--- src/rtl/regfile_pkg.sv ---
// Shared definitions for the parametrised register file.
// Holds the address-step direction encoding and the select range check.
package regfile_pkg;

  // Step direction as driven on ADDR_DEC.
  localparam logic STEP_INC = 1'b0;
  localparam logic STEP_DEC = 1'b1;

  // A select addresses a real register only when it is below the register count.
  function automatic logic sel_valid(input int unsigned sel, input int unsigned count);
    return (sel < count);
  endfunction

endpackage

--- src/rtl/addr_counter.sv ---
// One address register: synchronous clear, load, +/-1 step and wrap detect.
// A load in the same cycle as a step wins; the step and its wrap are dropped.
// Optional macro REGFILE_BYPASS_EN: rd_value forwards the value being
// written this cycle instead of the stored value.
import regfile_pkg::*;

module addr_counter #(
  parameter int ADDR_W = 16
) (
  input  logic              CLK,
  input  logic              RST_bar,
  input  logic              load_en,
  input  logic [ADDR_W-1:0] load_data,
  input  logic              step_en,
  input  logic              step_dir,
  output logic [ADDR_W-1:0] rd_value,
  output logic              wrap_pulse
);

  logic [ADDR_W-1:0] count_reg;
  logic [ADDR_W-1:0] count_next;
  logic              wrap_reg;
  logic              wrap_next;

  // Next count and wrap flag; load has priority over step.
  always_comb begin
    count_next = count_reg;
    wrap_next  = 1'b0;
    if (load_en) begin
      count_next = load_data;
    end else if (step_en) begin
      case (step_dir)
        STEP_INC: begin
          count_next = count_reg + ADDR_W'(1);
          wrap_next  = &count_reg;
        end
        STEP_DEC: begin
          count_next = count_reg - ADDR_W'(1);
          wrap_next  = (count_reg == '0);
        end
        default: begin
          count_next = count_reg;
          wrap_next  = 1'b0;
        end
      endcase
    end
  end

  // Count and wrap state; reset overrides any load or step in the same cycle.
  always_ff @(posedge CLK) begin
    if (!RST_bar) begin
      count_reg <= '0;
      wrap_reg  <= 1'b0;
    end else begin
      count_reg <= count_next;
      wrap_reg  <= wrap_next;
    end
  end

`ifdef REGFILE_BYPASS_EN
  assign rd_value = count_next;
`else
  assign rd_value = count_reg;
`endif

  assign wrap_pulse = wrap_reg;

endmodule

--- src/rtl/regfile_param.sv ---
// Parametrised register file: N_GP data registers with one write and three
// read ports, plus N_AR address registers with load, +/-1 step, pair load
// from two GP registers, and a registered wrap pulse.
// Optional macro REGFILE_BYPASS_EN: reads forward same-cycle writes, loads
// and steps instead of returning the pre-edge state.
import regfile_pkg::*;

module regfile_param #(
  parameter int DATA_W = 8,
  parameter int ADDR_W = 16,
  parameter int N_GP   = 4,
  parameter int N_AR   = 4,
  parameter int SEL_W  = 3
) (
  input  logic              CLK,
  input  logic              RST_bar,
  input  logic              MAIN_LOAD_bar,
  input  logic [SEL_W-1:0]  MAIN_LOAD_SEL,
  input  logic [DATA_W-1:0] MAIN_in,
  input  logic              MAIN_ASSERT_bar,
  input  logic [SEL_W-1:0]  MAIN_ASSERT_SEL,
  output logic [DATA_W-1:0] MAIN_out,
  output logic              MAIN_OE,
  input  logic              LHS_ASSERT_bar,
  input  logic [SEL_W-1:0]  LHS_ASSERT_SEL,
  output logic [DATA_W-1:0] LHS_out,
  output logic              LHS_OE,
  input  logic              RHS_ASSERT_bar,
  input  logic [SEL_W-1:0]  RHS_ASSERT_SEL,
  output logic [DATA_W-1:0] RHS_out,
  output logic              RHS_OE,
  input  logic              ADDR_LOAD_bar,
  input  logic [SEL_W-1:0]  ADDR_LOAD_SEL,
  input  logic              ADDR_LOAD_PAIR,
  input  logic [ADDR_W-1:0] ADDR_in,
  input  logic              ADDR_INC,
  input  logic [SEL_W-1:0]  ADDR_INC_SEL,
  input  logic              ADDR_DEC,
  input  logic              ADDR_ASSERT_bar,
  input  logic [SEL_W-1:0]  ADDR_ASSERT_SEL,
  output logic [ADDR_W-1:0] ADDR_out,
  output logic              ADDR_OE,
  output logic              ADDR_WRAP
);

  // ---------------- GP registers ----------------
  logic [DATA_W-1:0] gp_reg [N_GP];
  logic [DATA_W-1:0] gp_rd  [N_GP];
  logic [N_GP-1:0]   gp_we;

  // Per-register write decode and read-visible value.
  for (genvar gi = 0; gi < N_GP; gi++) begin : g_gp
    assign gp_we[gi] = !MAIN_LOAD_bar && (MAIN_LOAD_SEL == SEL_W'(gi));
`ifdef REGFILE_BYPASS_EN
    assign gp_rd[gi] = gp_we[gi] ? MAIN_in : gp_reg[gi];
`else
    assign gp_rd[gi] = gp_reg[gi];
`endif
  end

  // GP storage; out-of-range write selects match no register and are dropped.
  always_ff @(posedge CLK) begin
    for (int i = 0; i < N_GP; i++) begin
      if (!RST_bar) begin
        gp_reg[i] <= '0;
      end else if (gp_we[i]) begin
        gp_reg[i] <= MAIN_in;
      end
    end
  end

  // MAIN read port.
  always_comb begin
    MAIN_out = '0;
    MAIN_OE  = 1'b0;
    if (!MAIN_ASSERT_bar && sel_valid(32'(MAIN_ASSERT_SEL), N_GP)) begin
      MAIN_OE = 1'b1;
      for (int i = 0; i < N_GP; i++) begin
        if (MAIN_ASSERT_SEL == SEL_W'(i)) MAIN_out = gp_rd[i];
      end
    end
  end

  // LHS read port.
  always_comb begin
    LHS_out = '0;
    LHS_OE  = 1'b0;
    if (!LHS_ASSERT_bar && sel_valid(32'(LHS_ASSERT_SEL), N_GP)) begin
      LHS_OE = 1'b1;
      for (int i = 0; i < N_GP; i++) begin
        if (LHS_ASSERT_SEL == SEL_W'(i)) LHS_out = gp_rd[i];
      end
    end
  end

  // RHS read port.
  always_comb begin
    RHS_out = '0;
    RHS_OE  = 1'b0;
    if (!RHS_ASSERT_bar && sel_valid(32'(RHS_ASSERT_SEL), N_GP)) begin
      RHS_OE = 1'b1;
      for (int i = 0; i < N_GP; i++) begin
        if (RHS_ASSERT_SEL == SEL_W'(i)) RHS_out = gp_rd[i];
      end
    end
  end

  // ---------------- Pair source ----------------
  // {GP[2k+1], GP[2k]} with k = MAIN_ASSERT_SEL[SEL_W-1:1], always taken
  // from stored (pre-edge) values. Missing registers contribute zero.
  logic [ADDR_W-1:0] pair_word;

  if (ADDR_W == 2 * DATA_W) begin : g_pair
    logic [DATA_W-1:0] pair_lo;
    logic [DATA_W-1:0] pair_hi;

    // Pick the even/odd register of the selected pair.
    always_comb begin
      pair_lo = '0;
      pair_hi = '0;
      for (int i = 0; i < N_GP; i++) begin
        if (SEL_W'(i) == {MAIN_ASSERT_SEL[SEL_W-1:1], 1'b0}) pair_lo = gp_reg[i];
        if (SEL_W'(i) == {MAIN_ASSERT_SEL[SEL_W-1:1], 1'b1}) pair_hi = gp_reg[i];
      end
    end

    assign pair_word = {pair_hi, pair_lo};
  end else begin : g_no_pair
    // Pair load has no meaning unless the address is exactly two data words.
    assign pair_word = '0;
  end

  // ---------------- Address registers ----------------
  logic [ADDR_W-1:0] ar_src;
  logic [ADDR_W-1:0] ar_rd [N_AR];
  logic [N_AR-1:0]   ar_ld;
  logic [N_AR-1:0]   ar_st;
  logic [N_AR-1:0]   ar_wrap;

  assign ar_src = ADDR_LOAD_PAIR ? pair_word : ADDR_in;

  // One counter per address register; out-of-range selects match none.
  for (genvar gi = 0; gi < N_AR; gi++) begin : g_ar
    assign ar_ld[gi] = !ADDR_LOAD_bar && (ADDR_LOAD_SEL == SEL_W'(gi));
    assign ar_st[gi] = ADDR_INC && (ADDR_INC_SEL == SEL_W'(gi));

    addr_counter #(
      .ADDR_W(ADDR_W)
    ) u_ctr (
      .CLK        (CLK),
      .RST_bar    (RST_bar),
      .load_en    (ar_ld[gi]),
      .load_data  (ar_src),
      .step_en    (ar_st[gi]),
      .step_dir   (ADDR_DEC),
      .rd_value   (ar_rd[gi]),
      .wrap_pulse (ar_wrap[gi])
    );
  end

  // Only one register steps per cycle, so at most one wrap bit is set.
  assign ADDR_WRAP = |ar_wrap;

  // ADDR read port.
  always_comb begin
    ADDR_out = '0;
    ADDR_OE  = 1'b0;
    if (!ADDR_ASSERT_bar && sel_valid(32'(ADDR_ASSERT_SEL), N_AR)) begin
      ADDR_OE = 1'b1;
      for (int i = 0; i < N_AR; i++) begin
        if (ADDR_ASSERT_SEL == SEL_W'(i)) ADDR_out = ar_rd[i];
      end
    end
  end

endmodule

--- config.mk ---
export PLATFORM = sky130hd
export DESIGN_NAME = regfile_param
export DESIGN_NICKNAME = d
export VERILOG_FILES = /design/src/rtl/regfile_pkg.sv /design/src/rtl/addr_counter.sv /design/src/rtl/regfile_param.sv
export SDC_FILE = /design/constraint.sdc
export NUM_CORES = 1
export LEC_CHECK = 0
export ABC_AREA = 1
export BUFFER_PORTS_ARGS = -buffer_cell sky130_fd_sc_hd__buf_2
export CAP_MARGIN = 25
export CORE_UTILIZATION = 40
export CTS_CLUSTER_DIAMETER = 120
export DETAILED_ROUTE_END_ITERATION = 10
export GPL_TIMING_DRIVEN = 0
export SETUP_SLACK_MARGIN = 0.2
export SKIP_CTS_REPAIR_TIMING = 1
export SLEW_MARGIN = 20
export SYNTH_ARGS = -nofsm -noshare
export SYNTH_HDL_FRONTEND = slang
export SYNTH_SLANG_ARGS = --single-unit
--- constraint.sdc ---
create_clock -name CLK -period 2.75 [get_ports CLK]
set_input_delay 0.55 -clock CLK [delete_from_list [all_inputs] [get_ports CLK]]
set_output_delay 0.55 -clock CLK [all_outputs]
set_load 0.005 [all_outputs]
* Word-level counts from Yosys, hierarchy flattened
Memories as Yosys holds them, arrays and structs flattened.
Index checks and enable logic that the tools add are counted.
** Operators by class
- Shift-type cells :: 0
- Add/subtract/negate cells :: 8
- Bitwise operators :: 10
- Div/mod/pow operators :: 0
- Eq/ne operators :: 22
- $lt $le $gt $ge :: 4
- $mul :: 0
- Muxes and demuxes :: 62
- Reduce and logical (&&, ||, !) cells :: 47
** Operator list (number)
- two-way mux 16 bit :: 14
- two-way mux 8 bit :: 23
- case mux 16 bit (2 select lines) :: 4
- adder 16 x 1 -> 16 bit, second input constant :: 4
- zero test 16 bit :: 4
- AND reduction 16 bit :: 4
- subtractor 16 x 1 -> 16 bit, second input constant :: 4
- equality test 3 x 2 -> 1 bit, second input constant :: 14
- equality test 3 x 1 -> 1 bit, second input constant :: 7
- zero test 3 bit :: 7
- two-way mux 1 bit :: 17
- logical AND 1 bit :: 16
- less-than comparator 3 bit, second input constant :: 4
- OR reduction 3 bit :: 4
- case mux 1 bit (2 select lines) :: 4
- nonzero test 2 bit :: 4
- zero test 1 bit :: 6
- NOT 1 bit :: 6
- bitwise OR 1 bit :: 4
- OR reduction 4 bit :: 1
- equality test 1 x 2 -> 1 bit, first input constant :: 1
- zero test 2 bit :: 1
** Word-level totals
- Bits in latches :: 0
- Bits in read-only memories :: 0
- Logic and storage cells :: 162
- Output and inout port bits :: 45
- Bits in registers :: 68
- Memories :: 1
- Memory bits (writable) :: 32
** Memory list
- gp_reg :: depth 4, bits a word 8, read ports 4, clocked after memory_dff 0, wr ports 4, RTL line regfile_param.sv:47 : logic [DATA_W-1:0] gp_reg [N_GP];

* Depth between registers and ports, before layout
Gate-level depths: netlist of the first run.
- Depth in word-level cells :: 6
- Mapped depth :: 11
- Mapped depth without buffers :: 11

* By module
From an unflattened synthesis of the first run, not the netlist that was laid out.
** Unflattened totals
- Cells, all modules :: 1663
- Area, all modules :: 10377.5 um2
** Modules (own cells, without submodules)
- addr_counter (g_ar[0].u_ctr ...) :: times used 2, area each 1755.4 um2, cells each 278, sequential area each 340.3 um2
- regfile_param :: times used 1, area each 3373.2 um2, cells each 550, sequential area each 960.9 um2
- addr_counter (g_ar[2].u_ctr) :: times used 1, area each 1751.7 um2, cells each 278, sequential area each 340.3 um2
- addr_counter (g_ar[3].u_ctr) :: times used 1, area each 1741.7 um2, cells each 279, sequential area each 340.3 um2

* Worst setup path after synthesis of the first run
Ideal clock, no wire load.
- Path type :: in2out
- Start :: input ADDR_ASSERT_SEL[1]
- End :: output ADDR_out[12]
- Cell stages on the path :: 6
- Data required time :: 2.200 ns
- Data arrival time :: 1.427 ns
- Slack :: 0.773 ns
- Cells stage by stage :: inv_1 -> nand3_1 -> buf_2 -> o221ai_1 -> o21ai_0 -> a21oi_1
** Between the ends
- Cells in the longest elaborated chain, start to end :: 6
- Elaborated cells on any way between the ends :: 11
- Classes of those cells :: order compare: 1; eq/ne: 3; mux: 5; reduce/logical: 2
** RTL lines
- start, declared :: RTL line regfile_param.sv:40 : input logic [SEL_W-1:0] ADDR_ASSERT_SEL,
- zero test 3 bit :: RTL line regfile_param.sv:171 : if (ADDR_ASSERT_SEL == SEL_W'(i)) ADDR_out = ar_rd[i];
- two-way mux 16 bit (4 in series) :: RTL line regfile_param.sv:171
- two-way mux 16 bit * :: RTL line regfile_param.sv:168 : if (!ADDR_ASSERT_bar && sel_valid(32'(ADDR_ASSERT_SEL), N_AR)) begin
- end, declared :: RTL line regfile_param.sv:41 : output logic [ADDR_W-1:0] ADDR_out,
Mark *: on every way between the ends. The rest lies on a longest branch, timed or not.

* Final worst setup path of the first run
- Start :: input MAIN_ASSERT_SEL[1]
- End :: output MAIN_out[0]
** Between the ends
- Cells in the longest elaborated chain, start to end :: 6
- Elaborated cells on any way between the ends :: 11
- Classes of those cells :: order compare: 1; eq/ne: 3; mux: 5; reduce/logical: 2
** RTL lines
- start, declared :: RTL line regfile_param.sv:21 : input logic [SEL_W-1:0] MAIN_ASSERT_SEL,
- zero test 3 bit :: RTL line regfile_param.sv:79 : if (MAIN_ASSERT_SEL == SEL_W'(i)) MAIN_out = gp_rd[i];
- two-way mux 8 bit (4 in series) :: RTL line regfile_param.sv:79
- two-way mux 8 bit * :: RTL line regfile_param.sv:76 : if (!MAIN_ASSERT_bar && sel_valid(32'(MAIN_ASSERT_SEL), N_GP)) begin
- end, declared :: RTL line regfile_param.sv:22 : output logic [DATA_W-1:0] MAIN_out,
Marked as above.

==> results of run 1 <==
where the power goes:
group          internal [mW]  switching [mW]
Combinational          0.377           0.761
Sequential              1.60          0.0916
Clock                  0.639           0.654
Total                   2.61            1.51
routing by layer:
layer  up-vias  GRT usage (%)  part of all wire (%)
li1       5489              -                     -
met1      5016           40.7                    46
met2       438           47.1                    44
met3        80           3.70                   6.9
met4         0           12.5                   3.6
met5         -              0                     0
cells in the mapped netlist (2+ instances only):
cell | n | area [um2]
o21ai_2 | 5 | 43.8
a21oi_1 | 125 | 626
nor2_4 | 3 | 33.8
buf_2 | 13 | 65.1
o21ai_0 | 79 | 395
nor2_1 | 115 | 432
inv_1 | 269 | 1010
fa_1 | 4 | 80.1
or2_2 | 23 | 144
edfxtp_1 | 32 | 961
buf_4 | 7 | 52.6
nand2_1 | 396 | 1490
clkbuf_1 | 13 | 48.8
nor2_2 | 3 | 18.8
a22oi_1 | 8 | 60.1
and2_1 | 5 | 31.3
o21bai_1 | 3 | 22.5
o21ai_1 | 28 | 140
nand4_1 | 25 | 156
o22ai_1 | 27 | 169
xnor2_1 | 8 | 70.1
o211ai_2 | 2 | 25.0
nor3_1 | 27 | 135
nor4_1 | 13 | 81.3
o221ai_1 | 22 | 193
nand3b_1 | 17 | 128
a31oi_1 | 23 | 144
dfxtp_1 | 68 | 1360
nand4_4 | 3 | 63.8
nand3_1 | 123 | 616
inv_2 | 15 | 56.3
ha_1 | 56 | 701
nand2_2 | 3 | 18.8
xor2_1 | 7 | 61.3
worst paths after layout:
| kind | start | depth (start not counted) | slack (ns) | to |
|---|---|---|---|---|
| hold reg to reg | g_ar[0].u_ctr.rd_value[4] | 2 | 0.52 | g_ar[0].u_ctr.rd_value[4] |
| hold / removal | g_ar[0].u_ctr.rd_value[4] | 2 | 0.52 | g_ar[0].u_ctr.rd_value[4] |
| setup / recovery | MAIN_ASSERT_SEL[1] | 5 | 0.12 | MAIN_out[0] |
| setup reg to reg | g_ar[0].u_ctr.rd_value[2] | 7 | 0.87 | g_ar[0].u_ctr.rd_value[7] |
per-stage QoR:
stage | setup WS (ns) | cell area (um2) | setup TNS (ns) | instances
finish | 0.123 | 10900 | 0 | 2015
global route | 0.107 | 10900 | 0 | 2015
CTS | 0.163 | 10900 | 0 | 2014
detailed placement | -0.0220 | 10600 | -0.0220 | 1998
global placement | -0.478 | 10600 | -15.02 | 1998
floorplan | 0.773 | 9730 | 0 | 1580
worst max-delay path, cell delays in order:
cell,delay (ns)
buf_2,0.14
nor3_1,0.71
nand2_1,0.14
a31oi_1,0.35
buf_2,0.18
cell type report:
cell class	count	area (um2)	area share, %
Buffer	35	183	1.67
Clock buffer	9	225	2.06
Clock inverter	7	62.6	0.572
Inverter	285	1070	9.77
Multi-Input combinational cell	1160	6170	56.4
Sequential cell	100	2320	21.2
Tap cell	319	399	3.65
Timing Repair Buffer	100	509	4.65
logic make-up after synthesis:
logic type | share of synthesized area (%)
adders and majority gates | 8.03
buffers and inverters | 12.9
DFF | 23.9
and+or+nand+nor | 35.0
xor gates and xnor gates | 1.35
AOI/OAI and AO/OA | 18.9
==> run_results.csv, run 1 <==
group,metric,value,unit
final_layout,area_growth,12.5,%
critical_path,critPathLaunchType,"primary input",
timing,rsz0062_at_grt,"true",
floorplan,die_y,158,um
timing,period_needed,2.63,ns
clock_tree,clock_latency,0.36,ns
job,drv_cap,0,
yosys,synth-seq-cells,100,
global_route,grt.overflow.total,0,
floorplan,ios,101,
clock_tree,h-tree-depth,3,
place,place_hpwl,29.4,mm
power,powerDensity,376,nW/um2
timing,fmax,381,MHz
floorplan,rows,56,
clock_tree,clock-sinks,100,
final_layout,final_common_cell,"nand2_1",
clock_tree,path_clk_slew,0.07,ns
timing,hold_viol_final,0,
route,antenna_left,0,
timing,hold_slack,0.522,ns
final_layout,largest_reg_flops,64,
yosys,synth_edf_count,32,
clock_tree,cts_tree,"yes",
timing,finalCritPeriodShare,95.5,%
power,vdd_ir_drop_max,0.316,mV
global_route,grt_max_degree,62,
final_layout,layout.cells.most_common_list,"nand2_1, inv_1, a21oi_1, nand3_1, nor2_1",
route,drtIter0Drc,966,
outcome,outcome,"finished, final reports clean",
critical_path,cp_max_fo,6,
place,io_buffers,99,
route,num_vias,11023,
route,drc,0,
route,via_per_inst,5.47,
critical_path,worstSetupPathType,"in -> out",
timing,tightest_slew,0.851,ns
critical_path,worstPathRequired,2.20,ns
power,finalPower,4.12,mW
clock_tree,numCtsBuffers,9,
yosys,postSynthAreaPerCell,6.16,um2
route,avgRoutedWirePerCell,18.1,um
global_route,first_global_vias,10260,
yosys,netlist_area,9730,um2
yosys,synth_nets,1696,
timing,report.final.slew_viol_count,0,
global_route,antenna_found_initial,0,
yosys,ys.flop_type,"dfxtp_1",
floorplan,core_area,23700,um2
min_path,hold_class,"reg -> reg",
floorplan,die_w,158,um
clock_tree,cts_buffer_depth,2,
timing,relSlewSlack,42.9,%
yosys,ys_seq_area_share,23.9,%
power,power_leakage,5.18,nW
route,drt_pass1_iterations,5,
final_layout,nNetsFinal,1807,
final_layout,nFillCells,2619,
final_layout,drive_gt1_share,12.1,%
yosys,synth_cell_types,44,
final_layout,diodes,0,
clock_tree,cts-root-buf,"clkbuf_16",
global_route,grt_use_total,29.8,%
critical_path,worstPathArrival,2.08,ns
critical_path,end_kind,"output pin",
floorplan,start_util,41.1,%
yosys,yosysWarningCount,0,
timing,setup_viol,0,
place,gp_congestion,1.03,
route,wirelength,36.4,mm
global_route,grt_first_pass_wirelength,56.0,mm
yosys,syn-instance-count,1580,
final_layout,final_core_util,46.2,%
timing,clock_skew,0.0107,ns
floorplan,die_area,24900,um2
yosys,async_reset_ff_share,0,%
Power figures use the tool's default switching activity.
==> inputs of run 2 (changes only) <==
- clock period: 2.75 -> 2.8 ns (I/O delays scaled with it)
==> run 2 against run 1 <==
  * Non-clock buffer count unchanged
  * Sequential share of layout area barely moved
  * Total power down 1.9%
  * First-iteration DRC count rose by 7.1%
  * Clock power is essentially flat
  * Core utilization barely moved
  * Cell count stayed put
  * Register-to-register slack better by 0.06 ns
  * Critical path type unchanged
==> run_results.csv, run 2 (same netlist as run 1, synthesis figures left out) <==
group,metric,value,unit
final_layout,largest_reg_flops,64,
floorplan,die_y,158,um
timing,clock_skew,0.0103,ns
final_layout,layout.cells.most_common_list,"nand2_1, inv_1, a21oi_1, nand3_1, nor2_1",
power,swShare,36.5,%
critical_path,worstPathRequired,2.24,ns
critical_path,critPathLaunchType,"primary input",
floorplan,rows,56,
clock_tree,h-tree-depth,3,
power,p_int,2.56,mW
final_layout,nNetsFinal,1807,
power,clkPwrFrac,31.4,%
final_layout,area_growth,12.4,%
final_layout,seqCellArea,2320,um2
floorplan,die_w,158,um
final_layout,final_common_cell,"nand2_1",
job,drv_cap,0,
route,antenna_left,0,
clock_tree,cts-root-buf,"clkbuf_16",
global_route,grt_max_degree,62,
final_layout,drive_gt1_share,12.1,%
route,drt_pass1_iterations,5,
timing,hold_viol_final,0,
final_layout,nFillCells,2620,
critical_path,worstPathArrival,1.98,ns
final_layout,diodes,0,
timing,finalCritPeriodShare,90.8,%
timing,setup_viol,0,
clock_tree,clock_latency,0.36,ns
route,drc,0,
place,gp_congestion,1.03,
power,power_switching,1.48,mW
clock_tree,cts_tree,"yes",
global_route,grt_use_total,29.8,%
floorplan,start_util,41.1,%
route,avgRoutedWirePerCell,18.0,um
critical_path,cp_max_fo,10,
timing,period_needed,2.54,ns
power,p_seq_share,41.0,%
clock_tree,clock-sinks,100,
timing,relSlewSlack,44.2,%
floorplan,ios,101,
final_layout,final_core_util,46.2,%
clock_tree,path_clk_slew,0.07,ns
outcome,outcome,"finished, final reports clean",
global_route,grt_first_pass_wirelength,56.0,mm
power,power_leakage,5.18,nW
timing,hold_slack,0.521,ns
route,num_vias,10965,
timing,fmax,393,MHz
power,vdd_ir_drop_max,0.308,mV
global_route,grt.overflow.total,0,
critical_path,end_kind,"output pin",
place,place_hpwl,29.4,mm
route,via_per_inst,5.44,
power,powerDensity,369,nW/um2
timing,report.final.slew_viol_count,0,
place,io_buffers,99,
power,pwr-share-comb,27.6,%
floorplan,core_area,23700,um2
power,finalPower,4.04,mW
clock_tree,numCtsBuffers,9,
min_path,hold_class,"reg -> reg",
global_route,first_global_vias,10260,
clock_tree,cts_buffer_depth,2,
floorplan,die_area,24900,um2
route,drtIter0Drc,1035,
timing,tightest_slew,0.837,ns
final_layout,multi_input_area,6170,um2
timing,rsz0062_at_grt,"true",
global_route,antenna_found_initial,0,
critical_path,worstSetupPathType,"in -> out",
route,wirelength,36.3,mm
-- run 2: cell counts in the layout (fill, tap and decap cells not counted) --
No cell type changed its count.
-- run 2: power by group through the flow --
stage                     Combinational [mW]  Sequential, mW  Clock (mW)
after CTS                               1.09            1.65        1.27
after global placement                  1.08            1.69           0
after floorplan                        0.748            1.64           0
final                                   1.12            1.66        1.27
after global routing                    1.25            1.66        1.32
after detailed placement                1.09            1.69           0
-- run 2: final cells by class --
| class | count | area share (%) |
|---|---|---|
| multi-input cells | 1160 | 56.4 |
| flip-flops and latches | 100 | 21.2 |
| inverters | 285 | 9.78 |
| repair buffers | 100 | 4.62 |
| well taps | 319 | 3.65 |
| clock buffers | 9 | 2.06 |
| plain buffers | 35 | 1.67 |
| clock inverters | 7 | 0.572 |
-- run 2: worst paths after layout --
| kind | from | endpoint | cells past startpoint | slack (ns) |
|---|---|---|---|---|
| worst min-delay path | g_ar[0].u_ctr.rd_value[4] | g_ar[0].u_ctr.rd_value[4] | 2 | 0.52 |
| worst min register to register | g_ar[0].u_ctr.rd_value[4] | g_ar[0].u_ctr.rd_value[4] | 2 | 0.52 |
| worst max-delay path | ADDR_ASSERT_SEL[1] | ADDR_out[2] | 8 | 0.26 |
| worst max register to register | g_ar[0].u_ctr.rd_value[2] | g_ar[0].u_ctr.rd_value[7] | 7 | 0.93 |
-- run 2: worst max-delay path, stage by stage --
cell and delay (ns):
buf_2 0.12, inv_1 0.16, nand3_2 0.18, buf_2 0.22, o22ai_1 0.19, o21ai_0 0.10
a21oi_1 0.27, buf_2 0.17
-- run 2: per-layer routing --
layer  part of all wire (%)  up-vias  wire (um)  track usage [%]
met5                      0        -          0                0
met4                    4.1        0       1500             12.5
met3                    6.7       96       2420             3.70
met2                     43      426      15700             47.1
met1                     46     4953      16700             40.7
li1                       -     5490          -                -
-- run 2: through the flow --
step | setup WS [ns] | instance area [um2] | setup TNS [ns] | std cells
floorplan | 0.803 | 9730 | 0 | 1580
global placement | -0.438 | 10600 | -12.80 | 1998
detailed placement | 0.0180 | 10600 | 0 | 1998
CTS | 0.193 | 10900 | 0 | 2014
global route | 0.137 | 10900 | 0 | 2015
finish | 0.257 | 10900 | 0 | 2015
==> inputs of run 3 (changes only) <==
- PLACE_DENSITY: unset -> 0.67
- SLEW_MARGIN: 20 -> unset
==> run 3 against run 2 <==
  * Via count rose by 0.82%
  * Critical path depth unchanged
  * Count of clock-buffer cells in the layout stayed put
  * Non-clock buffer count increased by 1
  * Clock power hardly changed
  * Sequential share of layout area fell by 0.065 points
  * Combinational power barely moved
  * Design area is 0.31% higher
  * Core utilization up 0.14 points
  * Fmax decreased by 2.8%
  * Largest cell class unchanged
==> run_results.csv, run 3 (same netlist as run 1, synthesis figures left out) <==
group,metric,value,unit
critical_path,end_kind,"output pin",
route,via_per_inst,5.48,
place,io_buffers,99,
global_route,antenna_found_initial,1,
final_layout,finalInstanceArea,11000,um2
min_path,hp-start,"g_ar[2].u_ctr.rd_value[5]",
critical_path,worstPathArrival,2.06,ns
timing,clock_skew,0.0126,ns
floorplan,ios,101,
clock_tree,clock_latency,0.36,ns
clock_tree,cts-root-buf,"clkbuf_16",
global_route,grt.overflow.total,0,
timing,tightest_slew,0.872,ns
critical_path,crit_start,"ADDR_ASSERT_SEL[1]",
clock_tree,clock-sinks,100,
critical_path,critPathLaunchType,"primary input",
route,wirelength,35.9,mm
timing,rsz0062_at_grt,"true",
timing,report.final.slew_viol_count,0,
clock_tree,cts_tree,"yes",
timing,fmax,382,MHz
floorplan,die_y,158,um
final_layout,nFillCells,2616,
min_path,hold_class,"reg -> reg",
job,drv_cap,0,
final_layout,nNetsFinal,1808,
clock_tree,h-tree-depth,3,
outcome,outcome,"finished, final reports clean",
final_layout,layout.cells.most_common_list,"nand2_1, inv_1, a21oi_1, nand3_1, nor2_1",
timing,relSlewSlack,41.6,%
final_layout,final_core_util,46.3,%
global_route,grt_use_total,29.2,%
critical_path,crit_buf_inv,4,
floorplan,die_w,158,um
place,place_hpwl,28.9,mm
final_layout,seqCellArea,2320,um2
global_route,grt_max_degree,38,
global_route,grt_first_pass_wirelength,55.0,mm
route,drt_pass1_iterations,6,
final_layout,largest_reg_flops,64,
power,finalPower,4.04,mW
critical_path,crit_slowest_cell,"o22ai_1",
timing,period_needed,2.62,ns
clock_tree,path_clk_slew,0.07,ns
final_layout,area_growth,12.8,%
final_layout,drive_gt1_share,12.1,%
critical_path,r2r_start,"g_ar[3].u_ctr.rd_value[4]",
critical_path,path_cells,"buf_2, inv_1, nand3_2, buf_2, o22ai_1, o21ai_1, a21oi_1, buf_2",
clock_tree,cts_buffer_depth,2,
timing,setup_viol,0,
global_route,first_global_vias,10146,
timing,finalCritPeriodShare,93.4,%
route,antenna_left,0,
timing,hold_viol_final,0,
floorplan,start_util,41.1,%
floorplan,die_area,24900,um2
place,gp_congestion,1.04,
power,power_leakage,5.19,nW
critical_path,worstSetupPathType,"in -> out",
critical_path,critPathTopFamily,"buffers and inverters",
timing,fin_setup_tns,0,ns
floorplan,rows,56,
power,vdd_ir_drop_max,0.295,mV
critical_path,critical_path.max_stage_delay,0.27,ns
clock_tree,numCtsBuffers,9,
critical_path,cp_max_fo,10,
floorplan,core_area,23700,um2
power,powerDensity,369,nW/um2
place,placed_cell_area,10600,um2
final_layout,final_common_cell,"nand2_1",
route,drtIter0Drc,1073,
route,drc,0,
route,avgRoutedWirePerCell,17.8,um
critical_path,worstPathRequired,2.24,ns
critical_path,crit_top_cell,"buf_2",
final_layout,multi_input_area,6180,um2
route,num_vias,11055,
[run 3: cell type report]
type,count,share of cell area [%]
tap,319,3.64
clock inverter,7,0.605
buffer,35,1.65
timing repair buffer,101,4.77
inverter,285,9.75
sequential,100,21.2
multi-input combinational,1160,56.3
clock buffer,9,2.05
antenna,1,0.0228
[run 3: per-stage QoR]
| step | instances | hold WS, ns | setup slack (ns) |
|---|---|---|---|
| final | 2017 | 0.548 | 0.184 |
| after CTS | 2015 | 0.539 | 0.190 |
| after detailed placement | 1999 | 0.524 | -0.0252 |
| after floorplan | 1580 | 0.478 | 0.803 |
| after global placement | 1998 | 0.519 | -0.428 |
| after global routing | 2017 | 0.569 | 0.137 |
[run 3: report_power, final]
group / total, mW / internal [mW] / switching [mW]
registers: 1.66 / 1.57 / 0.0890
logic: 1.12 / 0.373 / 0.749
clock network: 1.27 / 0.631 / 0.634
[run 3: worst paths after layout]
kind / end / slack [ns] / depth (start not counted)
max: ADDR_out[6] / 0.18 / 8
min reg2reg: g_ar[2].u_ctr.rd_value[5] / 0.55 / 2
max reg2reg: g_ar[3].u_ctr.rd_value[5] / 0.94 / 6
min: g_ar[2].u_ctr.rd_value[5] / 0.55 / 2
[run 3: tightest hold or removal path, cell delays in order, from the launching register on]
cell and delay (ns):
dfxtp_1 0.35, nand2_1 0.08, a31oi_1 0.07
[run 3: metal layers]
layer  routed length, um  part of all wire, %  vias to the layer above  track usage, %
li1                    -                    -                     5488               -
met1               15500                   43                     4957            38.3
met2               15600                   44                      491            45.9
met3                2940                  8.2                      119            5.50
met4                1760                  4.9                        0            14.5
met5                   0                    0                        -               0
